$ cat config.mk
export PLATFORM = sky130hd
export DESIGN_NAME = j1_uart_io
export DESIGN_NICKNAME = d
export VERILOG_FILES = /design/src/rtl/j1_uart_io.sv
export SDC_FILE = /design/constraint.sdc
export NUM_CORES = 1
export LEC_CHECK = 0
export BUFFER_PORTS_ARGS = -buffer_cell sky130_fd_sc_hd__buf_2
export CELL_PAD_IN_SITES_DETAIL_PLACEMENT = 2
export CELL_PAD_IN_SITES_GLOBAL_PLACEMENT = 2
export CORE_ASPECT_RATIO = 0.5
export CORE_MARGIN = 1
export CORE_UTILIZATION = 25
export CTS_CLUSTER_SIZE = 14
export DETAILED_ROUTE_END_ITERATION = 16
export PLACE_DENSITY = 0.61
export SYNTH_ARGS = -nofsm -noshare
export SYNTH_HDL_FRONTEND = slang
export SYNTH_SLANG_ARGS = --single-unit
$ cat constraint.sdc
create_clock -name sys_clk_i -period 3.2 [get_ports sys_clk_i]
set_clock_uncertainty 0.2 [all_clocks]
set_input_delay 0.16 -clock sys_clk_i [delete_from_list [all_inputs] [get_ports sys_clk_i]]
set_output_delay 0.16 -clock sys_clk_i [all_outputs]
set_load 0.01 [all_outputs]
$ cat src/rtl/j1_uart_io.sv
// rtl/j1_uart_io.sv - memory-mapped 8N1 UART responder on the J1 I/O bus
//
// Ports:
//   sys_clk_i, sys_rst_i   clock, asynchronous active-low reset
//   io_rd, io_wr           one-cycle CPU read / write strobes
//   io_addr, io_dout       CPU byte address and write data
//   io_din                 combinational read data, 0 when not selected
//   int_req                registered level interrupt
//   uart_txd_o, uart_rxd_i serial line out (idle high) / in (asynchronous)
//
// Register map (index = io_addr[3:1]):
//   0 TXDATA (W)  1 RXDATA (R)  2 STATUS (R/W1C)  3 CTRL (RW)  4 DIV (RW)

module j1_uart_io #(
    parameter logic [15:0] BASE_ADDR = 16'h4000,
    parameter logic [15:0] DIV_RESET = 16'd216,
    parameter int          TX_DEPTH  = 8
) (
    input  logic        sys_clk_i,
    input  logic        sys_rst_i,
    input  logic        io_rd,
    input  logic        io_wr,
    input  logic [15:0] io_addr,
    input  logic [15:0] io_dout,
    output logic [15:0] io_din,
    output logic        int_req,
    output logic        uart_txd_o,
    input  logic        uart_rxd_i
);

    localparam int AW = $clog2(TX_DEPTH);
    localparam int CW = AW + 1;
    localparam logic [15:0] DIV_MIN = 16'd15;

    typedef enum logic [1:0] {TX_IDLE, TX_START, TX_DATA, TX_STOP} tx_state_t;
    typedef enum logic [1:0] {RX_IDLE, RX_START, RX_DATA, RX_STOP} rx_state_t;

    // ---------------- register decode ----------------
    logic       sel;
    logic [2:0] idx;
    logic       wr_tx, rd_rx, wr_status, wr_ctrl, wr_div;
    logic       unused_addr0;

    assign sel          = (io_addr[15:4] == BASE_ADDR[15:4]);
    assign idx          = io_addr[3:1];
    assign unused_addr0 = io_addr[0];
    assign wr_tx        = io_wr & sel & (idx == 3'd0);
    assign rd_rx        = io_rd & sel & (idx == 3'd1);
    assign wr_status    = io_wr & sel & (idx == 3'd2);
    assign wr_ctrl      = io_wr & sel & (idx == 3'd3);
    assign wr_div       = io_wr & sel & (idx == 3'd4);

    logic [15:0] div_reg;
    logic [1:0]  ctrl;
    logic        rx_valid, rxovr, txovf, ferr;
    logic [7:0]  rx_byte;

    // ---------------- TX FIFO ----------------
    logic [7:0]    fifo_mem [TX_DEPTH];
    logic [AW-1:0] wr_ptr, rd_ptr;
    logic [CW-1:0] tx_count;
    logic          tx_full, tx_empty, tx_push, tx_pop;

    // Fullness is the registered count, so a write while full is dropped even if a pop happens that cycle.
    assign tx_full  = (tx_count == CW'(TX_DEPTH));
    assign tx_empty = (tx_count == '0);
    assign tx_push  = wr_tx & ~tx_full;

    always_ff @(posedge sys_clk_i) begin
        if (tx_push) fifo_mem[wr_ptr] <= io_dout[7:0];
    end

    always_ff @(posedge sys_clk_i or negedge sys_rst_i) begin
        if (!sys_rst_i) begin
            wr_ptr   <= '0;
            rd_ptr   <= '0;
            tx_count <= '0;
        end else begin
            if (tx_push) wr_ptr <= wr_ptr + 1'b1;
            if (tx_pop)  rd_ptr <= rd_ptr + 1'b1;
            case ({tx_push, tx_pop})
                2'b10:   tx_count <= tx_count + 1'b1;
                2'b01:   tx_count <= tx_count - 1'b1;
                default: tx_count <= tx_count;
            endcase
        end
    end

    // ---------------- TX serializer ----------------
    tx_state_t   tx_state, tx_next;
    logic [15:0] tx_cnt;
    logic [2:0]  tx_bit;
    logic [8:0]  tx_frame;     // remaining data bits then the stop bit, shifted out LSB first
    logic        tx_reload, tx_done, tx_idle;

    assign tx_done = (tx_cnt == '0);
    assign tx_idle = tx_empty & (tx_state == TX_IDLE);

    always_comb begin
        tx_next   = tx_state;
        tx_pop    = 1'b0;
        tx_reload = 1'b0;
        case (tx_state)
            TX_IDLE: if (!tx_empty) begin
                tx_pop = 1'b1; tx_reload = 1'b1; tx_next = TX_START;
            end
            TX_START: if (tx_done) begin
                tx_reload = 1'b1; tx_next = TX_DATA;
            end
            TX_DATA: if (tx_done) begin
                tx_reload = 1'b1;
                if (tx_bit == 3'd7) tx_next = TX_STOP;
            end
            TX_STOP: if (tx_done) begin
                if (!tx_empty) begin
                    tx_pop = 1'b1; tx_reload = 1'b1; tx_next = TX_START;
                end else begin
                    tx_next = TX_IDLE;
                end
            end
            default: tx_next = TX_IDLE;
        endcase
    end

    always_ff @(posedge sys_clk_i or negedge sys_rst_i) begin
        if (!sys_rst_i) begin
            tx_state   <= TX_IDLE;
            tx_cnt     <= '0;
            tx_bit     <= '0;
            tx_frame   <= '1;
            uart_txd_o <= 1'b1;
        end else begin
            tx_state <= tx_next;
            // The divisor is only picked up on reload, so a bit in flight finishes with the old value.
            if (tx_reload)     tx_cnt <= div_reg;
            else if (!tx_done) tx_cnt <= tx_cnt - 1'b1;
            if (tx_state == TX_DATA && tx_done) tx_bit <= tx_bit + 1'b1;
            if (tx_pop) begin
                tx_frame   <= {1'b1, fifo_mem[rd_ptr]};
                uart_txd_o <= 1'b0;
            end else if (tx_state != TX_IDLE && tx_done) begin
                uart_txd_o <= tx_frame[0];
                tx_frame   <= {1'b1, tx_frame[8:1]};
            end
        end
    end

    // ---------------- RX deserializer ----------------
    rx_state_t   rx_state, rx_next;
    logic        rx_s1, rx_s2, rx_prev;
    logic [15:0] rx_cnt, rx_half;
    logic [16:0] div_p1;
    logic [2:0]  rx_bit;
    logic [7:0]  rx_shift;
    logic        rx_sample, rx_load_half, rx_reload, rx_shift_en, rx_load;

    assign div_p1    = {1'b0, div_reg} + 17'd1;
    assign rx_half   = 16'(div_p1 >> 1);
    assign rx_sample = (rx_cnt == '0);

    always_comb begin
        rx_next      = rx_state;
        rx_load_half = 1'b0;
        rx_reload    = 1'b0;
        rx_shift_en  = 1'b0;
        rx_load      = 1'b0;
        case (rx_state)
            RX_IDLE: if (rx_prev & ~rx_s2) begin
                rx_load_half = 1'b1; rx_next = RX_START;
            end
            RX_START: if (rx_sample) begin
                if (rx_s2) rx_next = RX_IDLE;     // false start
                else begin
                    rx_reload = 1'b1; rx_next = RX_DATA;
                end
            end
            RX_DATA: if (rx_sample) begin
                rx_reload = 1'b1; rx_shift_en = 1'b1;
                if (rx_bit == 3'd7) rx_next = RX_STOP;
            end
            RX_STOP: if (rx_sample) begin
                rx_load = 1'b1; rx_next = RX_IDLE;
            end
            default: rx_next = RX_IDLE;
        endcase
    end

    always_ff @(posedge sys_clk_i or negedge sys_rst_i) begin
        if (!sys_rst_i) begin
            rx_s1    <= 1'b1;
            rx_s2    <= 1'b1;
            rx_prev  <= 1'b1;
            rx_state <= RX_IDLE;
            rx_cnt   <= '0;
            rx_bit   <= '0;
            rx_shift <= '0;
        end else begin
            rx_s1    <= uart_rxd_i;
            rx_s2    <= rx_s1;
            rx_prev  <= rx_s2;
            rx_state <= rx_next;
            if (rx_load_half)    rx_cnt <= rx_half - 16'd1;
            else if (rx_reload)  rx_cnt <= div_reg;
            else if (!rx_sample) rx_cnt <= rx_cnt - 1'b1;
            if (rx_shift_en) begin
                rx_shift <= {rx_s2, rx_shift[7:1]};
                rx_bit   <= rx_bit + 1'b1;
            end
        end
    end

    // ---------------- flags, control, interrupt ----------------
    // Set events take priority over read-clear and write-one-to-clear.
    always_ff @(posedge sys_clk_i or negedge sys_rst_i) begin
        if (!sys_rst_i) begin
            rx_valid <= 1'b0;
            rx_byte  <= '0;
            rxovr    <= 1'b0;
            ferr     <= 1'b0;
            txovf    <= 1'b0;
            ctrl     <= '0;
            div_reg  <= DIV_RESET;
            int_req  <= 1'b0;
        end else begin
            if (rx_load)    rx_valid <= 1'b1;
            else if (rd_rx) rx_valid <= 1'b0;
            if (rx_load) rx_byte <= rx_shift;
            if (rx_load & rx_valid & ~rd_rx)   rxovr <= 1'b1;
            else if (wr_status & io_dout[3])   rxovr <= 1'b0;
            if (wr_tx & tx_full)               txovf <= 1'b1;
            else if (wr_status & io_dout[4])   txovf <= 1'b0;
            if (rx_load & ~rx_s2)              ferr  <= 1'b1;
            else if (wr_status & io_dout[5])   ferr  <= 1'b0;
            if (wr_ctrl) ctrl <= io_dout[1:0];
            if (wr_div)  div_reg <= (io_dout < DIV_MIN) ? DIV_MIN : io_dout;
            int_req <= (ctrl[0] & rx_valid) | (ctrl[1] & tx_idle);
        end
    end

    always_comb begin
        io_din = '0;
        if (sel) begin
            case (idx)
                3'd1:    io_din = {8'h00, rx_byte};
                3'd2:    io_din = {8'(tx_count), 2'b00, ferr, txovf, rxovr, rx_valid, tx_idle, tx_full};
                3'd3:    io_din = {14'd0, ctrl};
                3'd4:    io_din = div_reg;
                default: io_din = '0;
            endcase
        end
    end

endmodule

==> key figures, run 1 <==
Synth
  – Synthesized Nets: 849
  – Top_reg_cell synth: dfrtp_1
  – EDFF count, synth: 64
  – Synth area leader: dfrtp_1
  – Cells after Synth: 788
  – Top post-synthesis cells by area: dfrtp_1, edfxtp_1, mux2_2
  – Synthesis-stage register bit count: 167
  – Ys async rst share: 61.7%
  – Register area share after synthesis: 50.6%
  – Synth top area share: 24.4%
  – Syn_area_per_cell: 11.3 um2
  – Synth Cell Area: 8940 um2
  – Synth warnings: 0
  – Count of cell types in the netlist: 73

Global route
  – Initial antenna violation count: 0
  – Vias in the first global route: 7300
  – GRT Util Overall: 15.4%
  – Largest net degree at the start of global routing: 59
  – Grt ovf: 0
  – First-pass GRT wire length: 42900 um

Floorplanning
  – DIE AREA: 36600 um2
  – Horiz. Die Dim: 269 um
  – Row cnt: 48
  – Core Area: 34800 um2
  – Io pins: 55
  – Starting Density: 25.7%
  – Die height: 136 um

Worst hold path
  – Worst Hold Class: input port to register

STA
  – Hold WS: 0.0474 ns
  – Rel. slew slack: 45.4%
  – Final setup vio count: 0
  – Tcrit/Tclk final: 92.9%
  – Fin. max-slew vios: 0
  – Setup Total Neg Slack: 0 ns
  – Unrepaired setup endpoints after global routing: no
  – Final hold vios: 0
  – Worst-Margin Slew: 0.819 ns
  – Period minus WS final: 2.97 ns
  – Max Fclk: 0.336 GHz
  – Setup ws final: 0.228 ns

Worst setup path
  – CP delay by family, top: simple AND/OR/NAND/NOR gates
  – Crit path cell chain: or4_1 -> nor2_1 -> a31oi_1 -> nor3_2 -> ha_1 -> xor2_1 -> ha_1 -> a21oi_1 -> xor2_1 -> nor2_1 -> xor2_1
  – CP max stage cell: or4_1
  – Critical Path Fanout Max: 4
  – Critical path launch point: tx_cnt[13]
  – Reg2reg path depth: 11
  – Startpoint type of the worst setup path: register
  – Worst path bufs/invs: 0
  – Critical path endpoint: tx_count[2]
  – R2R Setup Slk: 0.23 ns
  – Setup Crit Path Kind: register to register
  – Crit-path most repeated cell: xor2_1
  – Levels on crit path: 11
  – Data arrival, critical path: 3.10 ns
  – Critical Path Sink Type: register
  – Worst stage delay on the critical path: 0.59 ns
  – Reg2reg end: tx_count[2]
  – Critical Path RT: 3.33 ns
  – Worst R2R Start: tx_cnt[13]

Cells and area
  – Fill cell count: 3755
  – Largest register by flop count: fifo_mem
  – Core Util, Final: 31.0%
  – Layout Cells excl Fill: 1366
  – Largest register FFs: 64
  – Share of layout cells above drive strength 1: 23.6%
  – Sequential cell area: 4520 um2
  – Nets: 939
  – Area of the multi-input gates: 4170 um2
  – Diodes inserted: 0
  – Area delta synth->final: 20.7%

Routing
  – 1st-iter DRT viols: 289
  – DRT Wirelength: 27000 um
  – Met1 wire length: 12700 um
  – Final ANT Viol Nets: 0
  – # DRC: 0
  – Top Metal Used: met4
  – Drt first pass iters: 4
  – Via count: 6598
  – Drt wl/cell: 19.8 um
  – Drt via density: 4.83
  – Met3 WL: 562 um
  – DR WL met2: 13300 um

CTS
  – Clk pin slew, worst setup/hold paths: 0.07 ns
  – CTS H-tree depth: 4
  – Maximum buffer depth of the clock tree: 2
  – CTS Buf Count: 17
  – CTS root buf: clkbuf_16
  – CTS tree: yes
  – Clk sink count: 167
  – Worst skew pair latency: 0.45 ns

Placement
  – Pre-CTS WS: 0.222 ns
  – Placer Congestion: 0.770
  – Placed cell count: 1312
  – Post-DP HPWL: 19400 um
  – Input/output buffers: 53

Run
  – Max-cap violations: 0

Pwr
  – Power Density: 686 nW/um2
  – Peak supply drop: 0.432 mV
  – Leak: 4.29 nW

Outcome
  – Status: completed
[area by class of cell]
class | instances | share of cell area, %
Clock buffer | 19 | 4.01
Clock inverter | 13 | 1.76
Inverter | 18 | 0.626
Multi-Input combinational cell | 557 | 38.6
Sequential cell | 167 | 41.9
Tap cell | 475 | 5.51
Timing Repair Buffer | 117 | 7.56
[worst min-delay path: cells and delay by family]
kind                   cells  cell delay, ns
AOI/OAI and AO/OA          2            0.28
buffers and inverters      1            0.22
[repair_timing]
item                                    in CTS  in global routing
endpoints found under the setup margin       0                  0
hold buffers                                22                  0
endpoints found under the hold margin      131                  0
setup buffers                                0                  0
gates resized for setup                      0                  0
[cells by family after synthesis]
group	share of synthesized area, %
AO/OA/AOI/OAI	9.56
XOR/XNOR	5.49
adder cells (fa/ha/maj)	3.36
buffers and inverters	2.95
flip-flops	50.6
multiplexers	12.4
AND/OR/NAND/NOR	15.7
[per-stage QoR]
stage | total power (W) | area, um2
CTS | 0.00751 | 10800
global placement | 0.00508 | 9940
detailed placement | 0.00519 | 9940
finish | 0.00740 | 10800
floorplan | 0.00449 | 8940
global route | 0.00785 | 10800
[cells in the final DEF, fill, tap and decap left out, drive strengths merged, types with 10 or more instances in the layout]
master	netlist	layout
a21oi	32	32
nand4	14	14
a22oi	14	14
nor4	16	16
mux2i	29	29
ha	24	24
dlygate4sd3	0	22
nand3	16	16
dfrtp	87	87
dfstp	16	16
and3	15	15
clkbuf	29	19
inv	18	22
edfxtp	64	64
mux4	16	16
o21ai	38	38
xor2	25	25
buf	17	95
xnor2	31	31
nor3	15	15
nor2	63	63
mux2	40	40
nand2	55	55
nor2b	10	10
[per-layer routing]
metal | vias up | global-route usage [%]
li1 | 3092 | -
met2 | 62 | 26.6
met4 | 0 | 5.43
met3 | 28 | 2.07
met5 | - | 0
met1 | 3416 | 19.8
[worst min-delay path by stage]
| stage | slack, ns | to | start | depth (start not counted) |
|---|---|---|---|---|
| 2_1_floorplan | -0.34 | asynchronous set/reset pin | sys_rst_i | 0 |
| 3_3_place_gp | 0.07 | rx_s1 | uart_rxd_i | 1 |
| 3_5_place_dp | 0.07 | rx_s1 | uart_rxd_i | 1 |
| 4_1_cts | 0.02 | rxovr | io_addr[2] | 3 |
| 5_1_grt | 0.08 | ctrl[1] | io_addr[1] | 3 |
| 6_report | 0.05 | rxovr | io_addr[2] | 3 |
[cells in the mapped netlist (4+ instances only)]
cell type	number
a311oi_1	5
nand4_1	12
nand2_1	55
clkbuf_1	29
o21ai_0	36
or4_1	4
mux4_2	16
nor3b_1	4
mux2i_1	28
nor4_1	15
edfxtp_1	64
nand3_1	16
and2_1	7
or3_1	6
nand3b_1	6
inv_1	18
and3_1	15
a22oi_1	14
buf_1	4
xor2_1	25
xnor2_1	31
nor3_1	14
dfrtp_1	87
a21oi_1	32
o31ai_1	7
o211ai_1	5
ha_1	24
nor2_1	62
and4_1	9
dfstp_2	16
nand2b_1	9
nor2b_1	10
mux2_2	40
buf_2	10
[report_power, final]
group | internal (W) | switching, W
sequential | 0.00258 | 0.000397
clock | 0.00132 | 0.000933
combinational | 0.00102 | 0.00115
total | 0.00492 | 0.00248
No activity file was read; power rests on OpenSTA's default activity.
==> inputs of run 2 (changes only) <==
BUFFER_PORTS_ARGS = -buffer_cell sky130_fd_sc_hd__buf_4   (was -buffer_cell sky130_fd_sc_hd__buf_2)
clock period = 2.6 ns   (was 3.2 ns; I/O delays follow)
==> key figures, run 2 (synthesis gave the netlist of run 1 again) <==
Cells and area
  – Nets: 997
  – Fill cell count: 3716
  – Commonest non-fill, non-tap cell in the layout: buf_4
  – Layout Cells excl Fill: 1424
  – Largest register FFs: 64
  – Area delta synth->final: 29.2%
  – Most frequent cells in the layout: buf_4, dfrtp_1, edfxtp_1, nor2_1, nand2_1
  – Share of layout cells above drive strength 1: 31.5%
  – Diodes inserted: 0
  – Largest register by flop count: fifo_mem

CTS
  – CTS H-tree depth: 4
  – Clk sink count: 167
  – CTS root buf: clkbuf_16
  – Clk pin slew, worst setup/hold paths: 0.07 ns
  – CTS Buf Count: 17
  – CTS tree: yes
  – Maximum buffer depth of the clock tree: 2
  – Worst skew pair latency: 0.45 ns

Worst setup path
  – Crit-path most repeated cell: buf_4
  – Critical Path Sink Type: register
  – Startpoint type of the worst setup path: register
  – Critical Path Fanout Max: 3
  – Worst stage delay on the critical path: 0.40 ns
  – Critical Path RT: 2.77 ns
  – Data arrival, critical path: 2.96 ns
  – Setup Crit Path Kind: register to register
  – CP max stage cell: dfrtp_1
  – Worst path bufs/invs: 3
  – Crit path cell chain: nor4_2 -> buf_4 -> and4_4 -> a31oi_2 -> nor3_2 -> buf_4 -> ha_4 -> buf_4 -> a21oi_1 -> o32a_1 -> nor2_1 -> xor2_1
  – CP delay by family, top: simple AND/OR/NAND/NOR gates

Pwr
  – Comb pwr share: 33.8%
  – Net Switching: 0.00331 W
  – Switching Fraction: 34.7%
  – Flop pwr share: 37.9%
  – Leak: 4.62 nW
  – Int Pwr: 0.00623 W
  – Power Density: 826 nW/um2
  – Clock power frac: 28.3%
  – Tot Pwr: 0.00954 W
  – Peak supply drop: 0.477 mV

Routing
  – DRT Wirelength: 28300 um
  – Final ANT Viol Nets: 0
  – Via count: 6855
  – # DRC: 0
  – Drt wl/cell: 19.9 um
  – 1st-iter DRT viols: 271
  – Drt first pass iters: 7
  – Drt via density: 4.81

Floorplanning
  – Die height: 136 um
  – Core Area: 34800 um2
  – DIE AREA: 36600 um2
  – Starting Density: 25.7%
  – Row cnt: 48
  – Horiz. Die Dim: 269 um
  – Io pins: 55

Placement
  – Placer Congestion: 0.780
  – Pre-CTS WS: -0.319 ns
  – Input/output buffers: 53
  – Post-DP HPWL: 20400 um
  – Placed cell count: 1363

Outcome
  – Status: finished, violations left
  – Failing checks: setup timing

STA
  – Final setup vio count: 3
  – Setup ws final: -0.183 ns
  – Rel. slew slack: 43.8%
  – Final hold vios: 0
  – Period minus WS final: 2.78 ns
  – Tcrit/Tclk final: 107%
  – Unrepaired setup endpoints after global routing: yes
  – Worst-Margin Slew: 0.843 ns
  – Fin. max-slew vios: 0
  – Hold WS: 0.0303 ns
  – Max Fclk: 0.359 GHz

Run
  – Max-cap violations: 0

Global route
  – Vias in the first global route: 7576
  – First-pass GRT wire length: 44600 um
  – GRT Util Overall: 16.1%
  – Grt ovf: 0
  – Largest net degree at the start of global routing: 47
  – Initial antenna violation count: 0

Worst hold path
  – Worst Hold Class: input port to register
## run 2: cell types whose count changed in the layout (fill, tap and decap cells not counted), moves of 3 or more
cell | previous run | this run
ha_1 | 24 | 20
buf_4 | 42 | 147
ha_4 | 0 | 3
inv_6 | 3 | 6
and3_1 | 15 | 12
nor2b_1 | 10 | 7
and4_1 | 9 | 6
buf_2 | 52 | 0
buf_12 | 1 | 5
clkinv_2 | 3 | 0
## run 2: final cells by class
type	count	area [um2]	share of cell area, %
Tap cell	475	594	5.14
Clock buffer	17	425	3.68
Multi-Input combinational cell	557	4320	37.4
Inverter	18	67.6	0.585
Clock inverter	15	188	1.62
Timing Repair Buffer	175	1440	12.4
Sequential cell	167	4520	39.1
## run 2: worst paths after layout
kind,from,end,slack (ns),cells past startpoint
max,tx_cnt[3],tx_count[3],-0.18,12
min,io_addr[6],rx_valid,0.03,6
max reg2reg,tx_cnt[3],tx_count[3],-0.18,12
min reg2reg,rx_s1,rx_s2,0.16,0
max in group asynchronous,sys_rst_i,tx_frame[2],1.68,3
min in group asynchronous,sys_rst_i,rx_cnt[11],0.04,3
## run 2: power by group through the flow
stage / Combinational (W) / Clock [W] / Sequential, W
detailed placement: 0.00310 / 0 / 0.00367
CTS: 0.00327 / 0.00277 / 0.00363
finish: 0.00323 / 0.00270 / 0.00362
floorplan: 0.00210 / 0 / 0.00349
global route: 0.00360 / 0.00286 / 0.00368
global placement: 0.00296 / 0 / 0.00364
## run 2: metal layers
metal / share of wire (%) / global-route usage [%] / vias up
met5: 0 / 0 / -
met4: 0.99 / 4.14 / 0
met3: 2.1 / 2.75 / 20
met2: 51 / 28.9 / 49
met1: 46 / 20.0 / 3583
li1: - / - / 3203
## run 2: what timing repair did
| action | in CTS | in global routing |
|---|---|---|
| setup buffers | 5 | 2 |
| hold buffers | 23 | 0 |
| pin swaps | 5 | 3 |
| hold endpoints to repair | 176 | 0 |
| gates resized for setup | 8 | 19 |
| endpoints found under the setup margin | 5 | 21 |
## run 2: worst register-to-register path, cell delays in order (launching register included)
cell     delay [ns]
dfrtp_1        0.40
nor4_2         0.33
buf_4          0.17
and4_4         0.22
a31oi_2        0.10
nor3_2         0.19
buf_4          0.16
ha_4           0.15
buf_4          0.13
a21oi_1        0.06
o32a_1         0.29
nor2_1         0.14
xor2_1         0.16
## run 2: metrics by stage
stage	util (%)	TNS, ns	area (um2)
after global routing	33.2	-0.869	11600
after detailed placement	30.3	-0.757	10500
after floorplan	-	-0.740	9000
final	33.2	-0.435	11600
after CTS	32.9	-0.367	11500
after global placement	30.3	-0.414	10500
